===== config.mk =====
export PLATFORM = sky130hd
export DESIGN_NAME = if_fetch_unit
export DESIGN_NICKNAME = d
export VERILOG_FILES = /design/src/rtl/if_fetch_unit.sv
export SDC_FILE = /design/constraint.sdc
export NUM_CORES = 1
export LEC_CHECK = 0
export BUFFER_PORTS_ARGS = -buffer_cell sky130_fd_sc_hd__buf_2
export CAP_MARGIN = 30
export CORE_ASPECT_RATIO = 0.8
export CORE_MARGIN = 1
export CORE_UTILIZATION = 30
export CTS_BUF_LIST = sky130_fd_sc_hd__clkbuf_4 sky130_fd_sc_hd__clkbuf_8
export DETAILED_ROUTE_END_ITERATION = 10
export SLEW_MARGIN = 5
export SYNTH_ARGS = -nofsm -noshare
export SYNTH_HDL_FRONTEND = slang
export SYNTH_SLANG_ARGS = --single-unit
export TNS_END_PERCENT = 30

===== constraint.sdc =====
create_clock -name clk -period 7.8 [get_ports clk]
set_clock_uncertainty 0.15 [all_clocks]
set_input_delay 1.56 -clock clk [delete_from_list [all_inputs] [get_ports clk]]
set_output_delay 1.56 -clock clk [all_outputs]
set_load 0.01 [all_outputs]

===== src/rtl/if_fetch_unit.sv =====
// Instruction-fetch stage: owns the fetch PC, issues single-outstanding word requests and
// drives the IF/ID register, with one architectural delay slot and a one-entry stall buffer.
module if_fetch_unit #(
    parameter logic [31:0] RESET_PC     = 32'h0000_0000,
    parameter int unsigned IMEM_TIMEOUT = 255
) (
    input  logic        clk,
    input  logic        rst,
    input  logic        stall_req,
    input  logic        branchEN,
    input  logic [31:0] branchAddr,
    output logic        imem_req,
    output logic [31:0] imem_addr,
    input  logic        imem_rvalid,
    input  logic [31:0] imem_rdata,
    output logic [31:0] pc,
    output logic [31:0] inst,
    output logic        inst_valid,
    output logic        err_timeout
);

    localparam logic [31:0] ResetPcAligned = RESET_PC & ~32'h3;
    localparam logic [31:0] TimeoutLast    = 32'(IMEM_TIMEOUT - 1);

    typedef enum logic [0:0] {StIssue, StWait} state_e;

    state_e      state_q, state_d;
    logic [31:0] fetch_pc_q, fetch_pc_d;
    logic [31:0] last_issued_q, last_issued_d;
    logic        retry_q, retry_d;
    logic        redir_pend_q, redir_pend_d;
    logic [31:0] redir_target_q, redir_target_d;
    logic [31:0] delay_addr_q, delay_addr_d;
    logic        buf_valid_q, buf_valid_d;
    logic [31:0] buf_addr_q, buf_addr_d;
    logic [31:0] buf_word_q, buf_word_d;
    logic [31:0] timer_q, timer_d;
    logic        err_q, err_d;
    logic [31:0] pc_q, pc_d;
    logic [31:0] inst_q, inst_d;
    logic        valid_q, valid_d;

    logic        capture;
    logic        eff_pend;
    logic [31:0] eff_target;
    logic [31:0] eff_delay;
    logic        take_redirect;
    logic [31:0] next_addr;
    logic        rsp_valid;
    logic        timeout;
    logic        issue;

    // A branch captured this cycle is folded in immediately, so a delay slot that was
    // already issued (e.g. drained from the buffer) is followed directly by the target.
    always_comb begin
        capture       = branchEN & ~stall_req & valid_q & ~redir_pend_q;
        eff_pend      = redir_pend_q | capture;
        eff_target    = redir_pend_q ? redir_target_q : (branchAddr & ~32'h3);
        eff_delay     = redir_pend_q ? delay_addr_q : (pc_q + 32'd4);
        take_redirect = ~retry_q & eff_pend & (last_issued_q == eff_delay);
        if (retry_q) begin
            next_addr = last_issued_q;
        end else if (take_redirect) begin
            next_addr = eff_target;
        end else begin
            next_addr = fetch_pc_q;
        end
        rsp_valid = (state_q == StWait) & imem_rvalid;
        timeout   = (IMEM_TIMEOUT != 0) && (state_q == StWait) && !imem_rvalid
                    && (timer_q == TimeoutLast);
        issue     = rst & (state_q == StIssue) & (~buf_valid_q | ~stall_req);
    end

    always_comb begin
        state_d        = state_q;
        fetch_pc_d     = fetch_pc_q;
        last_issued_d  = last_issued_q;
        retry_d        = retry_q;
        redir_target_d = redir_target_q;
        delay_addr_d   = delay_addr_q;
        redir_pend_d   = eff_pend & ~(issue & take_redirect);
        timer_d        = 32'd0;
        err_d          = timeout;

        unique case (state_q)
            StIssue: begin
                if (issue) begin
                    state_d = StWait;
                end
            end
            StWait: begin
                if (rsp_valid || timeout) begin
                    state_d = StIssue;
                end else if (IMEM_TIMEOUT != 0) begin
                    timer_d = timer_q + 32'd1;
                end
            end
            default: state_d = StIssue;
        endcase

        if (issue) begin
            fetch_pc_d    = next_addr + 32'd4;
            last_issued_d = next_addr;
            retry_d       = 1'b0;
        end
        if (timeout) begin
            retry_d = 1'b1;
        end
        if (capture) begin
            redir_target_d = eff_target;
            delay_addr_d   = eff_delay;
        end
    end

    // IF/ID register and holding buffer; the buffer always drains before a direct response.
    always_comb begin
        buf_valid_d = buf_valid_q;
        buf_addr_d  = buf_addr_q;
        buf_word_d  = buf_word_q;
        pc_d        = pc_q;
        inst_d      = inst_q;
        valid_d     = valid_q;
        if (!stall_req) begin
            if (buf_valid_q) begin
                pc_d        = buf_addr_q;
                inst_d      = buf_word_q;
                valid_d     = 1'b1;
                buf_valid_d = 1'b0;
            end else if (rsp_valid) begin
                pc_d    = last_issued_q;
                inst_d  = imem_rdata;
                valid_d = 1'b1;
            end else begin
                inst_d  = 32'd0;
                valid_d = 1'b0;
            end
        end else if (rsp_valid) begin
            buf_valid_d = 1'b1;
            buf_addr_d  = last_issued_q;
            buf_word_d  = imem_rdata;
        end
    end

    always_ff @(posedge clk or negedge rst) begin
        if (!rst) begin
            state_q        <= StIssue;
            fetch_pc_q     <= ResetPcAligned;
            last_issued_q  <= 32'd0;
            retry_q        <= 1'b0;
            redir_pend_q   <= 1'b0;
            redir_target_q <= 32'd0;
            delay_addr_q   <= 32'd0;
            buf_valid_q    <= 1'b0;
            buf_addr_q     <= 32'd0;
            buf_word_q     <= 32'd0;
            timer_q        <= 32'd0;
            err_q          <= 1'b0;
            pc_q           <= 32'd0;
            inst_q         <= 32'd0;
            valid_q        <= 1'b0;
        end else begin
            state_q        <= state_d;
            fetch_pc_q     <= fetch_pc_d;
            last_issued_q  <= last_issued_d;
            retry_q        <= retry_d;
            redir_pend_q   <= redir_pend_d;
            redir_target_q <= redir_target_d;
            delay_addr_q   <= delay_addr_d;
            buf_valid_q    <= buf_valid_d;
            buf_addr_q     <= buf_addr_d;
            buf_word_q     <= buf_word_d;
            timer_q        <= timer_d;
            err_q          <= err_d;
            pc_q           <= pc_d;
            inst_q         <= inst_d;
            valid_q        <= valid_d;
        end
    end

    assign imem_req    = issue;
    assign imem_addr   = next_addr;
    assign pc          = pc_q;
    assign inst        = inst_q;
    assign inst_valid  = valid_q;
    assign err_timeout = err_q;

endmodule


* Word level (Yosys, flattened, before mapping)
Index checks and enable logic that the tools add are counted. Widths: inputs -> output; s select.
Cells by class: add/sub/neg operators 3, eq/ne operators 3, reduce and logical (&&, ||, !) cells 8, bitwise operators 18, muxes and demuxes 19
Operator list (number):
- $mux 32 | 10
- $add 32x3->32 const B | 2
- $add 32x1->32 const B | 1
- $eq 32x32->1 | 1
- $eq 32x8->1 const B | 1
- $and 1x1->1 | 10
- $mux 1 | 8
- $not 1->1 | 6
- $reduce_and 2->1 | 2
- $reduce_bool 2->1 | 2
- $logic_and 1x1->1 | 2
- $ne 2x1->1 const B | 1
- $or 1x1->1 | 2
- $pmux 1 s2 | 1
- $logic_not 1->1 | 1
- $logic_or 1x1->1 | 1
Word-level totals: register bits after elaboration 294

* Depth between registers and ports, before layout
Gate-level depths: netlist (run 1).
depth in word-level cells 10, mapped depth 18, depth with buffers taken out 14

* Worst setup path before layout (run 1)
Ideal clock, no wire load.
path kind input-to-output, start point in stall_req, end point out imem_addr[31], setup slack 1.731 ns, path buffers 2, arrival 4.359 ns, stages 11, cell sequence clkbuf_1 -> nor4bb_1 -> a21boi_0 -> o221ai_1 -> a221oi_1 -> o211ai_1 -> or4_4 -> nor3_4 -> buf_6 -> mux2i_1 -> o21ai_0
On the way: longest elaborated chain between the ends 9
Ends and longest elaborated chain:
- from (decl) | RTL line 9 | input logic stall_req,
- $not 1->1 (no line)
- $and 1x1->1 (3 in a row) | RTL line 56 | capture = branchEN & ~stall_req & valid_q & ~redir_pend_q;
- $or 1x1->1 | RTL line 57 | eff_pend = redir_pend_q | capture;
- $and 1x1->1 (2 in a row) | RTL line 60 | take_redirect = ~retry_q & eff_pend & (last_issued_q == eff_delay);
- $mux 32 | RTL line 63 | end else if (take_redirect) begin
- $mux 32 | RTL line 61 | if (retry_q) begin
- to (decl) | RTL line 13 | output logic [31:0] imem_addr,
No other way between the ends.

* Final worst setup path (run 1)
start point reg pc_q[2] (netlist: pc[2]), end point out imem_addr[31]
On the way: longest elaborated chain between the ends 6
Ends and longest elaborated chain:
- from (decl) | RTL line 39 | logic [31:0] pc_q, pc_d;
- from (signal assigned) | RTL line 174 | pc_q <= pc_d;
- $add 32x3->32 | RTL line 59 | eff_delay = redir_pend_q ? delay_addr_q : (pc_q + 32'd4);
- $mux 32 | RTL line 59
- $eq 32x32->1 | RTL line 60
- $and 1x1->1 | RTL line 60
- $mux 32 | RTL line 63
- $mux 32 | RTL line 61
No other way between the ends.

==> run summary, run 1 <==
By area, the combinational part of the netlist is dominated by simple AND/OR/NAND/NOR gates. The post-synthesis compound-gate area fraction was 0.1311. The placer congestion estimate is 0.9107. The final clock period utilization by the worst path works out to 0.9148. The count of port buffers added during placement came out at 165.

Derived from the worst setup path, the maximum achievable clock frequency is 0.1402 GHz. In the final timing run, aggregate negative setup slack is 0 ns. The cell area that synthesis handed to floorplanning was 15,970 um^2. In this run, synthesis produced a sequential element count of 292. The logs give 0.3563 for the post-route core utilization and 0 for the max capacitance violation total.

The tools report the sequential standard cell area as 7313 um^2. In the layout the commonest cells are 289 x dfrtp_1, 188 x nand2_1, 165 x nor2_1, 165 x buf_2, 96 x mux2_2. TritonCTS built the clock tree. The final worst-path setup slack was 0.6649 ns; the number of clock sinks seen by CTS was 292. Root cell of the clock tree: clkbuf_8. The first detailed-routing pass ran for 7 iterations. The commonest non-fill, non-tap cell in the layout is dfrtp_1. The required time of the critical path is 6.09 ns, and the sequential cell area fraction in the yosys report is 0.4575. The proportion of synthesized flip-flops having asynchronous set or reset works out to 1.000. Post-synthesis share of cell area spent on full adders, half adders and majority gates: 0.003134.

Average instance area after synthesis: 9.703 um^2. Across all hold checks on the routed design, the worst slack comes to 0.3246 ns. The post-route antenna net violation count is 0. Entering global routing, the biggest net connects 87 pins. For this run, the leading register cell type out of synthesis is dfrtp_1.

In this run the worst hold path is classified as reg -> reg. The full die area is 54,170 um^2. The core region is 52,460 um^2. Across all layers, the routed design uses 13,121 vias.

The multiplexer fraction of the synthesized cell area was 0.1084; the peak supply drop was 158.5 uV. The number of rows in the core area was 75. 168 I/O pins were placed.

Setup violations remaining at the end of the flow were counted as 0. The tools report the max-slew violation count as 0. The number of nets handed over by synthesis was 1,719.

The H-tree generated during clock tree synthesis spans 2 levels. Setup repair after global routing left no endpoint under its margin. Initial core utilization: 0.3044. The worst relative slew slack is 0.3050, and the layout filler cell count is 5,227. Synthesis produced a netlist whose cell count is 1,646. The transition time at the pin with the least slew margin was 1.036 ns; the wire length of the first global-routing pass was 74.27 mm. The die width came out at 260.0 um.

The area growth from synthesis to layout is 17.04%. STA classifies the critical path startpoint as a flop. The total wire length was 47.78 mm; the layout cell share with drive strength beyond 1 was 0.2411. Chip height: 208.4 um. The longest clock path from root to sink contains 3 buffers. After legalization and detailed placement, the total HPWL measured 33.38 mm. The per-cell routed wire length came out at 19.13 um. The number of gates resized after cts came out at 0. Power spread over the standard cell area amounts to 332.6 nW/um^2. The total overflow left after global routing is 0. The detailed router finished its first iteration with 1,115 violations. The multi-input combinational cells in the finished layout cover a total of 7961 um^2.

STA classifies the critical path endpoint as an output pin. The largest fanout on the critical path is 14. The clock-pin transition on the worst setup and hold timing paths was 0.06 ns; the number of warnings printed during yosys synthesis was 0. The run finished with clean final reports.

Prior to clock tree synthesis, the placed netlist has a worst setup slack of 0.9965 ns. The clock period minus worst slack was 7.135 ns. The count of hold buffers inserted by post-cts repair came out at 0.

The tools report the number of standard cells in the final layout excluding fillers as 2,498. The number of instances in the placed design was 2,396; the area share of xor/xnor cells in the synthesized design was 0.05939. For the leakage power, the log shows 8.194 nW.

Type of the setup path with the least slack: reg -> out. In this run, synthesis inferred 0 flip-flops with an integrated enable. In the final design database the tool counted 1,833 nets.

The number of clock buffers added by TritonCTS is 52. The hold violation total from the final report came out at 0. The number of remaining DRC errors was 0. For the worst setup path, the data arrival time is 5.43 ns. The post-detailed-route via-to-cell ratio was 5.253; the number of antenna violations at the first check in global routing was 1.

The overall routing resource usage is 0.1744. The logs give 0 for the number of setup buffers added after CTS and 12,517 for the via count of the first global-routing pass. For the worst-skew pair, the clock arrives at the later sink with an insertion delay of 0.64 ns. The synthesized netlist contains 90 unique library cells. Post-synthesis share of cell area spent on and, or, nand and nor gates: 0.1941.
-- worst paths after layout --
kind | from | to | slack (ns) | cells past startpoint
hold reg to reg | inst[12] | inst[12] | 0.32 | 2
max in group asynchronous | rst | delay_addr_q[26] | 5.10 | 5
min in group asynchronous | rst | redir_target_q[28] | 0.74 | 1
hold / removal | inst[12] | inst[12] | 0.32 | 2
setup / recovery | pc[2] | imem_addr[31] | 0.66 | 11
setup reg to reg | pc[2] | fetch_pc_q[22] | 1.58 | 15
-- registers in the layout, indices dropped and copies added, names as in the netlist --
name / flops
fetch_pc_q: 32
pc: 32
redir_pend_q: 1
buf_addr_q: 32
redir_target_q: 32
inst_valid: 1
err_timeout: 1
timer_q: 32
inst: 32
state_q: 1
last_issued_q: 30
delay_addr_q: 32
buf_valid_q: 1
buf_word_q: 32
retry_q: 1
-- critical path, stage by stage (launching register included) --
cell       delay (ns)
dfrtp_1          0.52
ha_1             0.30
nand4_2          0.24
or3_4            0.55
a221oi_1         0.44
nand4_1          0.26
a2111oi_1        0.43
nand4_1          0.34
nor3_4           0.73
mux2i_1          0.16
o21ai_0          0.57
buf_2            0.26
-- layer usage --
metal,wire (um),GRT usage,part of all wire,vias up
met5,0,0,0,-
met2,20660,0.2511,0.43,439
met3,3427,0.04142,0.072,69
met4,1097,0.05172,0.023,0
li1,-,-,-,6118
met1,22590,0.2560,0.47,6495
-- synth_stat cells (all sizes together) (4+ instances only) --
cell type / instances / share of area
nor4b: 7 / 0.0038
nand4: 58 / 0.027
clkbuf: 85 / 0.020
a22oi: 33 / 0.016
or4: 5 / 0.0026
a221o: 6 / 0.0038
nor4: 20 / 0.013
dfrtp: 292 / 0.46
a211oi: 5 / 0.0024
and2: 5 / 0.0021
o21ai: 76 / 0.024
xnor2: 59 / 0.032
a31oi: 12 / 0.0047
a21oi: 81 / 0.025
nand2b: 6 / 0.0024
and3: 26 / 0.010
mux2i: 65 / 0.041
a21o: 4 / 0.0019
or2: 4 / 0.0016
nor2b: 12 / 0.0047
buf: 46 / 0.015
nor2: 168 / 0.040
o31ai: 13 / 0.0067
xor2: 44 / 0.024
or3: 7 / 0.0031
o221ai: 8 / 0.0059
nor3: 20 / 0.0073
a2111oi: 4 / 0.0023
mux2: 96 / 0.068
o311ai: 19 / 0.014
nand3: 41 / 0.014
o311a: 4 / 0.0025
a41oi: 4 / 0.0022
ha: 4 / 0.0031
o211ai: 6 / 0.0028
nand2: 188 / 0.044
inv: 46 / 0.011
a21boi: 4 / 0.0019
nor3b: 6 / 0.0028
and4: 19 / 0.010
-- cell families (layout without fill, tap and decap cells) --
kind of cell / count (synthesis) / after routing
AND/OR/NAND/NOR: 600 / 600
flip-flops: 292 / 292
XOR/XNOR: 105 / 105
adder cells (fa/ha/maj): 4 / 4
other: 0 / 1
multiplexers: 161 / 161
buffers and inverters: 177 / 335
AO/OA/AOI/OAI: 307 / 307
-- layout make-up --
class | instances | share of cell area
inverter | 46 | 0.009238
clock inverter | 12 | 0.008033
timing repair buffer | 191 | 0.06038
multi-input combinational | 1177 | 0.4259
antenna | 1 | 0.0001339
sequential | 292 | 0.3913
clock buffer | 86 | 0.05864
tap | 693 | 0.04639
-- power by group --
part / switching [W] / leakage, nW / internal [W] / total, W
Combinational: 0.00108 / 3.81 / 0.000864 / 0.00195
Clock: 0.000690 / 0.663 / 0.000990 / 0.00168
Sequential: 0.000594 / 3.72 / 0.00200 / 0.00259
-- per-stage QoR --
stage	instance area [um^2]	total power, W
floorplan	15970	0.003791
global placement	17300	0.004462
detailed placement	17380	0.004548
CTS	18630	0.006258
global route	18690	0.006614
finish	18690	0.006216
Power figures use the tool's default switching activity.
==> run 2, diff against run 1 <==
ABC_AREA = 1   (was not set)
CORE_UTILIZATION = 60   (was 30)
PLACE_DENSITY = 0.81   (was not set)
==> run 2 against run 1 <==
  * Die area decreased by 48%
  * Register-to-register slack improved by 1.9 ns
  * Synthesized cell count increased by 34%
  * Sequential share of layout area increased by 0.45 points
  * Maximum frequency increased by 16%
  * Count of clock-buffer cells in the layout decreased by 12
  * Largest power group unchanged
==> run summary, run 2 <==
The flow ran to the end, and the final reports show no timing, DRC or antenna violations. The post-route antenna net violation count was 0 (unchanged). The run gives 4.45 ns (-0.98 ns) as the critical path arrival. The CTS H-tree depth was 2 (unchanged). The path class of the tightest hold or removal check is reg -> reg. Core region area: 26,530 um^2 (-49%).

The peak per-stage delay on the critical path is 0.45 ns (-0.28 ns), and the cell count after synthesis is 2,204 (+34%). The tools report the detailed placer's ending HPWL as 31.50 mm (-5.6%). Wire length of the first global-routing pass: 74.39 mm (+0.16%). The leading register cell type out of synthesis was dfrtp_1. The tools report the placement-stage worst setup slack as 1.777 ns (+0.7801 ns).

The number of detailed-route iterations in the first pass was 8 (+1). The number of rows in the core area is 53 (-29%), and the area growth from synthesis to layout is 12.61%. By instance count, the cell type seen most on the critical path is nand2_1.

The logs give 0 (unchanged) for the number of warnings printed during yosys synthesis and 1 (unchanged) for the number of antenna violations at the first check in global routing. The transition time at the pin with the least slew margin came out at 0.8134 ns (-0.2221 ns). The cell accounting for the most synthesized area was dfrtp_1. The commonest cells after synthesis are 612 x nand2_1, 292 x dfrtp_1, 216 x inv_1. The average instance area after synthesis works out to 7.440 um^2 (-23%). The sequential cell area fraction in the yosys report is 0.4456 (-0.01191), and the per-cell routed wire length is 16.83 um (-12%).

The global-route congestion overflow total was 0 (unchanged). The count of port buffers added during placement works out to 165 (unchanged). For the maximum clock rate, the log shows 0.1623 GHz (+16%). The run gives 9.033 nW (+10%) as the leakage power.

The layout filler cell count is 2,183 (-58%), and the number of remaining DRC errors is 0 (unchanged). For the final worst-path setup slack, the log shows 1.638 ns (+0.9727 ns). The flip-flop and latch count after synthesis was 292 (unchanged); the worst relative slew slack was 0.4569 (+0.1520). The via total after detailed routing was 15,797 (+20%). The final clock period utilization by the worst path is 0.7901 (-0.1247).

The post-detailed-route via-to-cell ratio was 5.786 (+10%); the number of clock sinks seen by CTS was 292 (unchanged). The hold violation total from the final report was 0 (unchanged); the number of setup buffers added after CTS was 0 (unchanged). Commonest non-fill, non-tap cell in the layout: nand2_1. The overall routing resource usage was 0.3317 (+0.1573).

The largest individual stage delay along the critical path comes from the cell nand3_4. The logs give 2,277 (+32%) for the net count of the mapped netlist and 14,763 (+18%) for the via count of the first global-routing pass. The run gives 2,413 (+32%) as the layout net count. Proportion of synthesized flip-flops having asynchronous set or reset: 1.000 (unchanged). Area of the mapped netlist: 16,400 um^2 (+2.7%).

The count of hold buffers inserted by post-cts repair is 0 (unchanged). In the layout the commonest cells are 612 x nand2_1, 292 x dfrtp_1, 216 x inv_1. The logs give 0.9891 (+8.6%) for the placer congestion estimate and 7307 um^2 (about the same) for the sequential standard cell area. The chip height works out to 149.9 um (-28%).

Setup repair after global routing left no endpoint under its margin. The tools report the count of different cell masters after synthesis as 46 (-49%). CTS placed an instance of clkbuf_8 at the clock tree root.

The count of routing violations after the opening detailed-route iteration was 1,545 (+39%); the required time of the critical path was 6.09 ns (about the same). The tools report the max capacitance violation total as 0 (unchanged). The full die area is 28,000 um^2 (-48%).

Yosys attributes the largest share of cell area to dfrtp_1 45%, nand2_1 14%, nand3_1 5.2%, o21ai_0 5.2%, inv_1 4.9%. The number of gates resized after cts was 0 (unchanged). The layout cell share with drive strength beyond 1 works out to 0.1888 (-0.05234). The type of the setup path with the least slack is in -> out. The number of flops mapped to enable cells by yosys is 0 (unchanged), and the proportion of netlist area held by the largest area contributor is 0.4456 (-0.01191). The clock-pin transition on the worst setup and hold timing paths was 0.06 ns (about the same). The max-slew violation count is 0 (unchanged), and the total wire length is 45.93 mm (-3.9%). The peak supply drop came out at 246.8 uV (+56%).

The logs give 0 (unchanged) for the number of failing setup endpoints in the final timing report and 0 ns (unchanged) for the total negative setup slack. The clock latency on the worst-skew pair was 0.60 ns (-0.04 ns). The die width came out at 186.8 um (-28%). By instance count, the leading cell after synthesis is nand2_1. Initial core utilization: 0.6182 (+0.3137). Traced cell by cell, the critical path runs through buf_2 -> inv_2 -> nand3_1 -> nand2_1 -> nand2_1 -> nor2_1 -> nand3_1 -> nor2_1 -> nand2_1 -> nor2_1 -> nand2_1 -> nor2_1 -> nand2_1 -> nor2_2 -> nand3_4 -> a21oi_1 -> o21ai_0 -> o21ai_0 -> buf_2. The logs give 0 (-1) for the count of inserted antenna diode cells and 7786 um^2 (-2.2%) for the area of combinational cells with multiple inputs. The run gives 96 (+10%) as the pin count of the biggest net entering global routing. TritonCTS built the clock tree. The buffer depth of the longest clock path came out at 3 (unchanged). STA classifies the critical path endpoint as an output pin. The largest fanout on the critical path is 35 (+21). The power density normalized to cell area is 306.6 nW/um^2 (-7.8%). The total CTS buffers is 46 (-12%), and the clock period minus worst slack is 6.162 ns (-0.9727 ns). The startpoint type of the worst setup path is an input pin. The number of placed I/O pins came out at 168 (unchanged).
==> run 2: report_power, final <==
part	internal [W]	switching [W]	leakage [nW]	total, W
Clock	0.000720	0.000629	0.503	0.00135
Combinational	0.000696	0.00134	4.83	0.00203
Sequential	0.00195	0.000328	3.70	0.00228
==> run 2: cell families after synthesis <==
group | synth area share
fa+ha+maj | 0.003052
xor+xnor | 0.005875
compound gates | 0.1193
simple gates | 0.3228
buf+inv | 0.08142
flops | 0.4456
mux | 0.02198
==> run 2: worst max-delay path, delay by kind of cell <==
family	cells	cell delay (ns)
AO/OA/AOI/OAI	3	0.55
buffers and inverters	3	0.39
AND/OR/NAND/NOR	13	1.93
==> run 2: path summary, 6_finish.rpt <==
path	end	slack, ns	startpoint	cells after the start
min in group asynchronous	redir_target_q[2]	0.66	rst	1
max in group asynchronous	delay_addr_q[16]	5.26	rst	4
worst max register to register	fetch_pc_q[28]	3.48	pc[2]	25
worst min register to register	timer_q[0]	0.31	timer_q[0]	1
worst max-delay path	imem_addr[31]	1.64	stall_req	19
worst min-delay path	timer_q[0]	0.31	timer_q[0]	1
==> run 2: stage by stage <==
stage | std cells | hold WS [ns] | instance area, um^2 | util | power [W]
6_report | 2730 | 0.3133 | 18460 | 0.6961 | 0.005661
5_1_grt | 2730 | 0.3345 | 18460 | 0.6961 | 0.006019
4_1_cts | 2726 | 0.3161 | 18380 | 0.6930 | 0.005645
3_5_place_dp | 2645 | 0.3079 | 17450 | 0.6579 | 0.004288
3_3_place_gp | 2644 | 0.2979 | 17420 | 0.6568 | 0.004204
2_1_floorplan | 2204 | 0.2822 | 16400 | - | 0.003589
==> run 2: cell type report <==
class	count	area share
multi-input cells	1572	0.4217
flip-flops and latches	292	0.3957
repair buffers	191	0.05977
inverters	237	0.04818
clock buffers	74	0.04804
well taps	357	0.02419
clock inverters	7	0.002372
==> run 2: metal layers <==
layer / GRT usage / share of wire / vias to the layer above
met3: 0.05933 / 0.083 / 123
met4: 0.1332 / 0.033 / 0
li1: - / - / 7468
met1: 0.4497 / 0.42 / 7490
met2: 0.5321 / 0.47 / 716
met5: 0 / 0 / -
